$ cat src/rtl/uart_echo_ctrl.sv
// uart_echo_ctrl
//   Sits between the UART core FIFOs and the display/LED logic. Each received
//   byte is popped (on a button tick, or automatically in auto mode), held,
//   transformed (+OFFSET, or an ASCII case flip when the optional case-swap
//   feature is built in) and pushed to the TX FIFO once it has room.
//   A shift history of the last HIST_DEPTH received bytes and a count of
//   bytes pushed to TX are kept for display.
//
//   Optional feature macro: UART_ECHO_CASE_EN (adds input case_swap).
//
// Ports
//   clk_100MHz  in   system clock
//   reset_n     in   asynchronous active-low reset
//   btn_tick    in   debounced one-cycle echo request (manual mode)
//   auto_mode   in   1 = echo every received byte without btn_tick
//   rx_empty    in   RX FIFO empty
//   rx_data     in   RX FIFO head word (first-word-fall-through)
//   case_swap   in   (UART_ECHO_CASE_EN only) flip letter case instead of +OFFSET
//   tx_full     in   TX FIFO full
//   read_uart   out  one-cycle RX FIFO pop
//   write_uart  out  one-cycle TX FIFO push
//   tx_data     out  word pushed with write_uart
//   hist_data   out  RX history, newest byte in [DATA_BITS-1:0]
//   byte_count  out  number of bytes pushed to TX (wraps)
//   busy        out  high whenever a transaction is in flight
//
// state | meaning
// IDLE  | waiting for a byte plus a trigger (auto_mode or btn_tick)
// POP   | pop pulse issued; shift held byte into history
// XFORM | compute transformed byte into tx_data
// SEND  | push when TX FIFO has room; hold tx_data while full
module uart_echo_ctrl #(
    parameter int DATA_BITS  = 8,
    parameter int OFFSET     = 1,
    parameter int HIST_DEPTH = 4,
    parameter int CNT_BITS   = 16
) (
    input  logic                            clk_100MHz,
    input  logic                            reset_n,
    input  logic                            btn_tick,
    input  logic                            auto_mode,
    input  logic                            rx_empty,
    input  logic [DATA_BITS-1:0]            rx_data,
`ifdef UART_ECHO_CASE_EN
    input  logic                            case_swap,
`endif
    input  logic                            tx_full,
    output logic                            read_uart,
    output logic                            write_uart,
    output logic [DATA_BITS-1:0]            tx_data,
    output logic [HIST_DEPTH*DATA_BITS-1:0] hist_data,
    output logic [CNT_BITS-1:0]             byte_count,
    output logic                            busy
);

    localparam int HW = HIST_DEPTH * DATA_BITS;
    localparam logic [DATA_BITS-1:0] OFFSET_W = DATA_BITS'(OFFSET);

    typedef enum logic [1:0] {
        IDLE  = 2'd0,
        POP   = 2'd1,
        XFORM = 2'd2,
        SEND  = 2'd3
    } state_t;

    state_t                state_q, state_d;
    logic [DATA_BITS-1:0]  hold_q, hold_d;
    logic                  read_q, read_d;
    logic                  write_q, write_d;
    logic [DATA_BITS-1:0]  tx_q, tx_d;
    logic [HW-1:0]         hist_q, hist_d;
    logic [CNT_BITS-1:0]   cnt_q, cnt_d;
    logic                  busy_q, busy_d;

    logic                  trigger;
    logic [DATA_BITS-1:0]  xform_val;

    assign trigger = !rx_empty && (auto_mode || btn_tick);

`ifdef UART_ECHO_CASE_EN
    logic is_letter;
    assign is_letter = ((hold_q >= 8'h41) && (hold_q <= 8'h5A)) ||
                       ((hold_q >= 8'h61) && (hold_q <= 8'h7A));
    assign xform_val = (case_swap && is_letter) ? (hold_q ^ 8'h20) : (hold_q + OFFSET_W);
`else
    assign xform_val = hold_q + OFFSET_W;
`endif

    always_comb begin
        state_d = state_q;
        hold_d  = hold_q;
        read_d  = 1'b0;
        write_d = 1'b0;
        tx_d    = tx_q;
        hist_d  = hist_q;
        cnt_d   = cnt_q;
        case (state_q)
            IDLE: begin
                if (trigger) begin
                    hold_d  = rx_data;
                    read_d  = 1'b1;
                    state_d = POP;
                end
            end
            POP: begin
                // oldest byte falls off the top; shift by a full width leaves 0 for depth 1
                hist_d  = (hist_q << DATA_BITS) | HW'(hold_q);
                state_d = XFORM;
            end
            XFORM: begin
                tx_d    = xform_val;
                state_d = SEND;
            end
            SEND: begin
                if (!tx_full) begin
                    write_d = 1'b1;
                    cnt_d   = cnt_q + 1'b1;
                    state_d = IDLE;
                end
            end
            default: state_d = IDLE;
        endcase
        busy_d = (state_d != IDLE);
    end

    always_ff @(posedge clk_100MHz or negedge reset_n) begin
        if (!reset_n) begin
            state_q <= IDLE;
            hold_q  <= '0;
            read_q  <= 1'b0;
            write_q <= 1'b0;
            tx_q    <= '0;
            hist_q  <= '0;
            cnt_q   <= '0;
            busy_q  <= 1'b0;
        end else begin
            state_q <= state_d;
            hold_q  <= hold_d;
            read_q  <= read_d;
            write_q <= write_d;
            tx_q    <= tx_d;
            hist_q  <= hist_d;
            cnt_q   <= cnt_d;
            busy_q  <= busy_d;
        end
    end

    assign read_uart  = read_q;
    assign write_uart = write_q;
    assign tx_data    = tx_q;
    assign hist_data  = hist_q;
    assign byte_count = cnt_q;
    assign busy       = busy_q;

endmodule

$ cat config.mk
export PLATFORM = sky130hd
export DESIGN_NAME = uart_echo_ctrl
export DESIGN_NICKNAME = d
export VERILOG_FILES = /design/src/rtl/uart_echo_ctrl.sv
export SDC_FILE = /design/constraint.sdc
export NUM_CORES = 1
export LEC_CHECK = 0
export BUFFER_PORTS_ARGS = -buffer_cell sky130_fd_sc_hd__buf_2
export CORE_MARGIN = 10
export CORE_UTILIZATION = 52
export DETAILED_ROUTE_END_ITERATION = 10
export GPL_TIMING_DRIVEN = 0
export PLACE_DENSITY = 0.85
export SETUP_SLACK_MARGIN = 0.4
export SLEW_MARGIN = 20
export SYNTH_ARGS = -nofsm -noshare
export SYNTH_HDL_FRONTEND = slang
export SYNTH_SLANG_ARGS = --single-unit
export TNS_END_PERCENT = 50
$ cat constraint.sdc
create_clock -name clk_100MHz -period 1.9 [get_ports clk_100MHz]
set_clock_uncertainty 0.05 [all_clocks]
set_input_delay 0 -clock clk_100MHz [delete_from_list [all_inputs] [get_ports clk_100MHz]]
set_output_delay 0 -clock clk_100MHz [all_outputs]
set_load 0.05 [all_outputs]
==> results of run 1 <==
layout by cell type, fill, tap and decap left out, types with 4 or more instances in the layout:
master	netlist	layout
sky130_fd_sc_hd__mux2_2	40	33
sky130_fd_sc_hd__nand4_1	4	4
sky130_fd_sc_hd__xor2_1	10	10
sky130_fd_sc_hd__mux2_4	0	7
sky130_fd_sc_hd__dfrtp_2	0	13
sky130_fd_sc_hd__nand3_1	10	9
sky130_fd_sc_hd__nand2_1	13	13
sky130_fd_sc_hd__o21ai_0	8	7
sky130_fd_sc_hd__dlygate4sd3_1	0	10
sky130_fd_sc_hd__nor2_1	8	6
sky130_fd_sc_hd__clkbuf_8	0	9
sky130_fd_sc_hd__buf_4	1	6
sky130_fd_sc_hd__buf_2	3	71
sky130_fd_sc_hd__dfrtp_1	69	56
sky130_fd_sc_hd__xnor2_1	11	11
kinds of logic (layout without fill, tap and decap cells):
kind of cell | Yosys count | in the layout | synth area share
adder cells (fa/ha/maj) | 2 | 2 | 0.00914
AND/OR/NAND/NOR | 47 | 47 | 0.0905
multiplexers | 42 | 42 | 0.173
AO/OA/AOI/OAI | 9 | 9 | 0.0174
flip-flops | 69 | 69 | 0.631
XOR/XNOR | 21 | 21 | 0.0672
buffers and inverters | 7 | 110 | 0.0123
worst max-delay path, delay by kind of cell (launching register included):
kind	cells	cell delay, ns
flops	1	0.47
mux	1	0.31
simple gates	2	0.29
buf+inv	1	0.18
compound gates	1	0.07
path summary, 6_finish.rpt:
path,depth (start not counted),to,slack [ns]
worst max-delay path,5,hold_q[1]$_DFFE_PN0P_,0.42
worst min-delay path,3,write_uart$_DFF_PN0_,0.05
worst max register to register,5,hold_q[1]$_DFFE_PN0P_,0.42
worst min register to register,1,byte_count[15]$_DFFE_PN0P_,0.43
max in group asynchronous,3,byte_count[5]$_DFFE_PN0P_,0.79
min in group asynchronous,3,byte_count[10]$_DFFE_PN0P_,0.13
flip-flops by register name (all words and copies together), names as in the netlist:
name,flops
byte_count,16
read_uart,1
hold_q,8
write_uart,1
hist_data,32
state_q,2
tx_data,8
busy,1
stage by stage:
| step | utilization | setup slack [ns] | cells |
|---|---|---|---|
| finish | 0.717 | 0.424 | 370 |
| global route | 0.717 | 0.342 | 370 |
| global placement | 0.630 | 0.230 | 339 |
| floorplan | - | 0.326 | 197 |
| CTS | 0.705 | 0.387 | 368 |
| detailed placement | 0.636 | 0.202 | 340 |
timing repair:
| action | 4_1_cts | 5_1_grt |
|---|---|---|
| resized for setup | 13 | 15 |
| pin swaps | 2 | 4 |
| setup endpoints to repair | 39 | 48 |
| hold buffers | 10 | 0 |
| endpoints found under the hold margin | 77 | 0 |
| setup buffers | 2 | 2 |
metal layers:
| layer | vias to the layer above | share of wire | global-route usage |
|---|---|---|---|
| li1 | 875 | - | - |
| met1 | 941 | 0.42 | 0.183 |
| met2 | 52 | 0.51 | 0.235 |
| met3 | 9 | 0.058 | 0.0387 |
| met4 | 0 | 0.017 | 0.0733 |
| met5 | - | 0 | 0 |
final cells by class:
class	instances	area share
timing repair buffer	87	0.142
inverter	1	0.00102
buffer	6	0.0164
tap	70	0.0239
clock buffer	9	0.0338
multi-input combinational	121	0.286
clock inverter	7	0.0205
sequential	69	0.476
==> implementation parameters, run 1 <==
Parameter                              Value

Worst hold path
  Launch instance of the worst min-delay path    tx_full
  Hold WC Path Type    in2reg

Worst setup path
  List of cells traversed by the critical path    nor2_4 > o21ai_1 > nor2_1 > buf_6 > mux2_4
  CP max stage delay    0.47 ns
  Startpoint of the most critical setup path    state_q[1]$_DFF_PN0_
  CP Data Arrival Time    1.65 ns
  Max FO, Critical Path    8
  FF-to-FF Start    state_q[1]$_DFF_PN0_
  Element type at the critical path end    flop
  Data required time of the worst path    roughly 2.1 ns
  Slowest cell on the critical path    sky130_fd_sc_hd__dfrtp_2
  Category of the critical setup timing path    reg2reg
  Launching element type of the critical path    flop

CTS
  Clk sinks    69
  Post-CTS clock slew at the launch and capture registers of the worst setup and hold paths    0.08 ns
  Number of levels in the clock H-tree    3
  Total clock buffers created by CTS    9
  Clock latency on the worst-skew pair    around 0.34 ns
  TritonCTS clock tree    done
  Maximum number of buffers from clock root to sink    2
  Library cell used as clock root buffer    sky130_fd_sc_hd__clkbuf_8

STA
  Shortest period the worst path allows    1.48 ns
  Final max-slew violation count    0
  Period Utilization, post-route    0.777
  Worst-case headroom to the max-slew limit    0.691
  Number of hold violations in the final report    0
  Slew at the pin closest to its max-slew limit    0.462 ns
  Maximum clock rate    0.678 GHz
  Worst hold slack after final layout    0.0502 ns
  Setup Viol. Count Final    0
  Setup repair after global routing missed its margin    yes
  Total negative setup slack    0 ns

Placement
  Total placed instance area    ~0.0032 sq mm
  Post-detail-place hpwl    4.43 mm
  Weighted congestion reported at the end of routability-driven placement    between 0.7 and 0.8
  IO Port Bufs    72

Floorplanning
  Die extent in x    slightly above 90 um
  Total die area    0.00857 sq mm
  Rows    26
  Initial Util    0.536
  Number of top-level pins    73
  Floorplan die height    92.6 um
  Core ar.    0.00511 sq mm

Synthesis
  Cell count after synthesis    197
  Syn Area/Cell    approximately 14 sq um
  Cell with the most instances after synthesis    sky130_fd_sc_hd__dfrtp_1
  Post-synthesis net count    roughly 210
  Number of warnings printed during yosys synthesis    0
  Post-synth top area cell    sky130_fd_sc_hd__dfrtp_1
  Post-synth top area share    0.631
  Count of state elements after synthesis    69
  Sequential share of the synthesized area    0.631
  Async set-or-reset flop fraction in the synthesized netlist    1.00
  Commonest cells in the netlist    sky130_fd_sc_hd__dfrtp_1, sky130_fd_sc_hd__mux2_2, sky130_fd_sc_hd__nand2_1
  Number of synthesized flops with an enable pin    0
  Dominant register cell in the synthesized netlist    sky130_fd_sc_hd__dfrtp_1
  Main area contributors after synthesis    sky130_fd_sc_hd__dfrtp_1, sky130_fd_sc_hd__mux2_2, sky130_fd_sc_hd__xnor2_1
  Count of cell types in the netlist    25
  Synthesized area    0.00274 sq mm

Global route
  First-pass GRT wire length    just over 10 mm
  Global router's overall resource usage    0.148
  Initial antenna violation count    0
  Via count of the first global-routing pass    1,954
  Pin count of the biggest net entering global routing    60
  Grt ovf    0

Drt
  Via density per instance    5.07
  Iteration-0 DRC count of the detailed router    between 50 and 60
  Routed length per placed instance    16.8 um
  Drt pass-1 iters    4
  Number of design rule violations left after detail routing    0
  Total wire length    around 6.2 mm
  Residual antenna-violating net count after detailed routing    0
  Via Count    1,877

Final layout
  Fraction of final layout cells sized beyond drive strength 1    0.540
  Area taken by flip-flops and latches    0.00174 sq mm
  Fill cell total of the finished layout    about 370
  Syn-to-layout area delta    33.8%
  Multi-input combinational cell area    between 0.001 and 0.0015 sq mm
  Diode count    0
  Nets    a little over 300
  Final instance area    between 0.003 and 0.004 sq mm

Run status
  Run status    complete, no violations

Job
  Max-capacitance violation count    0
Power of run 1 is left out: the tool's default activity adds up to more than one toggle a clock period on the data nets, which glitch-free logic cannot reach.
==> run 2: changes to the inputs <==
- CORE_UTILIZATION: 52 -> 47
- PLACE_DENSITY: 0.85 -> 0.81
- clock period: 1.9 -> 1.21 ns (I/O delays scaled with it)
==> implementation parameters, run 2 (synthesized netlist as in run 1, its figures left out) <==
Parameter                              Value

Floorplanning
  Number of top-level pins    73 (unchanged)
  Total die area    0.00928 sq mm (+8.3%)
  Initial Util    0.491 (-0.0449)
  Die extent in x    96.3 um (+4.1%)
  Core ar.    0.00557 sq mm (+9.1%)
  Floorplan die height    96.3 um (+4.1%)
  Rows    27 (+3.8%)

Global route
  Pin count of the biggest net entering global routing    48 (-20%)
  Initial antenna violation count    0 (unchanged)
  Met1 usage in global routing    0.188 (+0.00469)
  Met2 usage in global routing    0.276 (+0.0411)
  Global router's overall resource usage    0.166 (+0.0177)
  First-pass GRT wire length    11.6 mm (+16%)
  Via count of the first global-routing pass    2,186 (+12%)
  Met3 capacity usage during global routing    0.0545 (+0.0157)
  Grt ovf    0 (unchanged)
  Grt peak-use layer    met2

STA
  Period Utilization, post-route    1.21 (+0.436)
  Crit path setup slack, layout    -0.257 ns (-0.681 ns)
  Setup Viol. Count Final    64 (+64)
  Slew at the pin closest to its max-slew limit    0.320 ns (-0.142 ns)
  Number of hold violations in the final report    0 (unchanged)
  Setup repair after global routing missed its margin    yes
  Maximum clock rate    0.682 GHz (+0.59%)
  Worst-case headroom to the max-slew limit    0.787 (+0.0958)
  Final max-slew violation count    0 (unchanged)
  Shortest period the worst path allows    1.47 ns (-0.00869 ns)

Drt
  Via density per instance    5.16 (+1.7%)
  Via Count    1,987 (+5.9%)
  Iteration-0 DRC count of the detailed router    90 (+70%)
  Number of design rule violations left after detail routing    0 (unchanged)
  Routed length per placed instance    19.2 um (+14%)
  Drt pass-1 iters    4 (unchanged)
  Residual antenna-violating net count after detailed routing    0 (unchanged)
  Total wire length    7.41 mm (+19%)

Pwr
  Net switching fraction of the power    0.449
  Relative contribution of sequential cells to total power    0.318
  Combinational fraction of design power    0.542
  Leakage power total    2.05 nW
  Int Pwr    7.55 mW
  Worst vdd ir    around 2000 uV
  Total Power Consumption    approximately 14 mW
  Clock group share of total power    0.141
  Psw    6.15 mW
  Cell Pwr Density    3150 mW/mm^2

Worst setup path
  Data required time of the worst path    1.39 ns (-0.68 ns)
  CP Buf/Inv Count    0 (-1)
  Max FO, Critical Path    4 (-4)
  End of the worst register-to-register path    byte_count[10]$_DFFE_PN0P_
  Launching element type of the critical path    flop
  Slowest cell on the critical path    sky130_fd_sc_hd__or4b_4
  Element type at the critical path end    flop
  Family of cells with the greatest summed delay on the critical path    simple AND/OR/NAND/NOR gates
  CP Data Arrival Time    1.64 ns (about the same)
  Flop-to-flop setup slack    -0.26 ns (-0.68 ns)
  Category of the critical setup timing path    reg2reg
  Logic depth of the worst register-to-register path    4 (-1)
  List of cells traversed by the critical path    ha_4 > nand3_4 > or4b_4 > xnor2_2
  FF-to-FF Start    byte_count[1]$_DFFE_PN0P_
  CP max stage delay    0.50 ns (+0.03 ns)

Final layout
  Nets    324 (+4.2%)
  Top library cells by usage in the layout, fill and taps aside    sky130_fd_sc_hd__buf_6, sky130_fd_sc_hd__dfrtp_1, sky130_fd_sc_hd__mux2_4
  Max FFs per register    32 (unchanged)
  Most frequent standard cell in the layout excluding fill and tap cells    sky130_fd_sc_hd__buf_6
  Fraction of final layout cells sized beyond drive strength 1    0.613 (+0.0734)
  Final instance area    0.00435 sq mm (+19%)
  Syn-to-layout area delta    58.9%
  Final Util    0.780 (+0.0632)
  Diode count    0 (unchanged)

CTS
  Clk sinks    69 (unchanged)
  Clock latency on the worst-skew pair    0.35 ns (about the same)
  TritonCTS clock tree    done
  Maximum number of buffers from clock root to sink    2 (unchanged)
  Total clock buffers created by CTS    9 (unchanged)
  Library cell used as clock root buffer    sky130_fd_sc_hd__clkbuf_8
  Post-CTS clock slew at the launch and capture registers of the worst setup and hold paths    0.08 ns (about the same)
  Number of levels in the clock H-tree    3 (unchanged)

Run status
  Violations in the final reports    setup timing
  Run status    finished with violations

Placement
  Total placed instance area    0.00337 sq mm (+3.7%)
  Post-detail-place hpwl    4.46 mm (+0.81%)
  IO Port Bufs    72 (unchanged)
  Weighted congestion reported at the end of routability-driven placement    0.779 (-2.0%)

Job
  Max-capacitance violation count    0 (unchanged)

Worst hold path
  Hold WC Path Type    in2async
## run 2: per-layer routing
layer,share of wire,vias to the layer above
met5,0,-
met2,0.53,67
met4,0.016,0
met3,0.066,10
li1,-,905
met1,0.39,1005
## run 2: power by group through the flow
| stage | clock [mW] | combinational [mW] | sequential [mW] |
|---|---|---|---|
| 2_1_floorplan | 0 | 2.01 | 6.58 |
| 5_1_grt | 2.05 | 7.77 | 4.49 |
| 3_5_place_dp | 0 | 5.90 | 4.13 |
| 4_1_cts | 1.95 | 7.22 | 4.27 |
| 6_report | 1.92 | 7.42 | 4.35 |
| 3_3_place_gp | 0 | 5.76 | 4.07 |
## run 2: layout make-up
cell class              instances  area [sq um]
plain buffers                   6          83.8
clock buffers                   9           124
clock inverters                 7          80.1
fillers                       318          1220
inverters                       1          3.75
multi-input cells             121          1220
flip-flops and latches         69          1750
well taps                      72          90.1
repair buffers                100          1000
## run 2: through the flow
step	hold slack [ns]	worst slack, ns	setup TNS [ns]	instances
after global routing	0.0339	-0.327	-14.42	385
after detailed placement	-0.135	-0.374	-13.48	342
final	0.0258	-0.257	-9.88	385
after floorplan	-0.346	-0.360	-8.33	197
after global placement	0.181	-0.350	-26.24	341
after CTS	0.0332	-0.247	-10.20	385
## run 2: how the worst max path moves through the flow
stage                                   start                          to  slack (ns)  cells past startpoint
floorplan           byte_count[7]$_DFFE_PN0P_  byte_count[10]$_DFFE_PN0P_       -0.36                      3
global placement         state_q[1]$_DFF_PN0_       hold_q[6]$_DFFE_PN0P_       -0.35                      5
detailed placement       state_q[1]$_DFF_PN0_       hold_q[0]$_DFFE_PN0P_       -0.37                      5
CTS                      state_q[1]$_DFF_PN0_       hold_q[0]$_DFFE_PN0P_       -0.25                      5
global route             state_q[1]$_DFF_PN0_       hold_q[0]$_DFFE_PN0P_       -0.33                      5
finish              byte_count[1]$_DFFE_PN0P_  byte_count[10]$_DFFE_PN0P_       -0.26                      4
## run 2: timing repair
action | 4_1_cts | 5_1_grt
resized for setup | 138 | 30
pin swaps | 7 | 14
hold buffers | 9 | 0
setup buffers | 18 | 0
endpoints found under the hold margin | 77 | 0
setup endpoints to repair | 128 | 128
No activity file was read; power rests on OpenSTA's default activity.
==> run 3: changes to the inputs <==
- CORE_UTILIZATION: 47 -> 56
- PLACE_DENSITY: 0.81 -> 0.9
- clock period: 1.21 -> 1.88 ns (I/O delays scaled with it)
==> implementation parameters, run 3 (synthesized netlist as in run 1, its figures left out) <==
Parameter                              Value

Run status
  Run status    complete, no violations

Worst setup path
  CP Data Arrival Time    1.67 ns (+0.03 ns)
  Data required time of the worst path    2.05 ns (+0.66 ns)
  Category of the critical setup timing path    reg2reg
  Max FO, Critical Path    7 (+3)
  Launching element type of the critical path    flop
  Element type at the critical path end    flop

Final layout
  Fill cell total of the finished layout    305 (-4.1%)
  Diode count    0 (unchanged)
  Most frequent standard cell in the layout excluding fill and tap cells    sky130_fd_sc_hd__buf_2
  Max FFs per register    32 (unchanged)
  Fraction of final layout cells sized beyond drive strength 1    0.543 (-0.0701)
  Number of standard cells in the final layout excluding fillers    367 (-4.7%)
  Multi-input combinational cell area    0.00103 sq mm (-15%)
  Area taken by flip-flops and latches    0.00174 sq mm (-0.22%)
  Top library cells by usage in the layout, fill and taps aside    sky130_fd_sc_hd__buf_2, sky130_fd_sc_hd__dfrtp_1, sky130_fd_sc_hd__mux2_2
  Final instance area    0.00365 sq mm (-16%)
  Syn-to-layout area delta    33.5%
  Nets    312 (-3.7%)

Floorplanning
  Number of top-level pins    73 (unchanged)
  Die extent in x    89.9 um (-6.6%)
  Core ar.    0.00472 sq mm (-15%)
  Rows    25 (-7.4%)
  Initial Util    0.580 (+0.0885)
  Floorplan die height    89.9 um (-6.6%)
  Total die area    0.00809 sq mm (-13%)

Global route
  First-pass GRT wire length    10.2 mm (-12%)
  Pin count of the biggest net entering global routing    51 (+6.3%)
  Met3 capacity usage during global routing    0.0524 (-0.00211)
  Grt peak-use layer    met2
  Global router's overall resource usage    0.157 (-0.00884)
  Met2 usage in global routing    0.265 (-0.0112)
  Initial antenna violation count    0 (unchanged)
  Met1 usage in global routing    0.172 (-0.0152)
  Via count of the first global-routing pass    1,968 (-10%)
  Grt ovf    0 (unchanged)

Drt
  Number of design rule violations left after detail routing    0 (unchanged)
  Total wire length    6.31 mm (-15%)
  Iteration-0 DRC count of the detailed router    74 (-18%)
  Routed length per placed instance    17.2 um (-11%)
  Drt pass-1 iters    4 (unchanged)
  Via density per instance    5.16 (-0.11%)
  Via Count    1,892 (-4.8%)
  Residual antenna-violating net count after detailed routing    0 (unchanged)

Job
  Max-capacitance violation count    0 (unchanged)

Placement
  Number of placed cells counting well taps    337 (-1.5%)
  Post-detail-place hpwl    4.46 mm (about the same)
  Total placed instance area    0.00324 sq mm (-3.6%)
  IO Port Bufs    72 (unchanged)
  Weighted congestion reported at the end of routability-driven placement    0.804 (+3.1%)

CTS
  Maximum number of buffers from clock root to sink    2 (unchanged)
  Post-CTS clock slew at the launch and capture registers of the worst setup and hold paths    0.07 ns (about the same)
  Number of levels in the clock H-tree    3 (unchanged)
  Clk sinks    69 (unchanged)
  Clock latency on the worst-skew pair    0.33 ns (-0.02 ns)
  Total clock buffers created by CTS    9 (unchanged)
  TritonCTS clock tree    done
  Library cell used as clock root buffer    sky130_fd_sc_hd__clkbuf_8

STA
  Number of hold violations in the final report    0 (unchanged)
  Total negative setup slack    0 ns (+9.88 ns)
  Worst-case headroom to the max-slew limit    0.718 (-0.0683)
  Slew at the pin closest to its max-slew limit    0.423 ns (+0.102 ns)
  Setup repair after global routing missed its margin    yes
  Setup Viol. Count Final    0 (-100%)
  Final max-slew violation count    0 (unchanged)
  Period Utilization, post-route    0.798 (-0.414)
  Maximum clock rate    0.666 GHz (-2.2%)
  Worst hold slack after final layout    0.0286 ns (+0.00277 ns)
  Shortest period the worst path allows    1.50 ns (+0.0336 ns)

Worst hold path
  Hold WC Path Type    in2reg
## run 3: changes by cell type in the layout (fill, tap and decap cells not counted), sizes merged
cell	change
clkinv	-1
buf	-12
clkbuf	+5
inv	-3
clkinvlp	-2
## run 3: final timing paths
| check | from | end | slack (ns) | cells past startpoint |
|---|---|---|---|---|
| setup / recovery | state_q[1]$_DFF_PN0_ | byte_count[13]$_DFFE_PN0P_ | 0.38 | 4 |
| hold / removal | tx_full | write_uart$_DFF_PN0_ | 0.03 | 3 |
| setup reg to reg | state_q[1]$_DFF_PN0_ | byte_count[13]$_DFFE_PN0P_ | 0.38 | 4 |
| hold reg to reg | byte_count[15]$_DFFE_PN0P_ | byte_count[15]$_DFFE_PN0P_ | 0.42 | 1 |
| max in group asynchronous | reset_n | byte_count[2]$_DFFE_PN0P_ | 1.20 | 3 |
| min in group asynchronous | reset_n | byte_count[8]$_DFFE_PN0P_ | 0.04 | 2 |
## run 3: area by class of cell
cell class,instances,area share
multi-input cells,121,0.283
repair buffers,88,0.144
well taps,67,0.0229
inverters,1,0.00103
flip-flops and latches,69,0.477
clock buffers,14,0.0445
clock inverters,1,0.00822
plain buffers,6,0.0195
## run 3: through the flow
stage                util  setup slack [ns]
finish              0.774             0.380
global route        0.774             0.329
CTS                 0.761             0.372
detailed placement  0.687             0.210
global placement    0.680             0.229
floorplan               -             0.306
## run 3: worst max-delay path: stages (launching register included)
cell and delay (ns):
sky130_fd_sc_hd__dfrtp_2 0.46, sky130_fd_sc_hd__nand4_1 0.19, sky130_fd_sc_hd__nor4_4 0.40, sky130_fd_sc_hd__nand3_1 0.16, sky130_fd_sc_hd__xnor2_1 0.14
## run 3: per-layer routing
layer  part of all wire  wire [um]
met1               0.41       2580
met2               0.51       3240
met3              0.057        358
met4              0.022        138
met5                  0          0
## run 3: timing repair
item	CTS	global route
setup buffers	3	3
resized for setup	15	13
hold buffers	9	0
endpoints found under the setup margin	39	57
hold endpoints to repair	77	0
pin swaps	2	3
Power of run 3 is left out for the same reason.
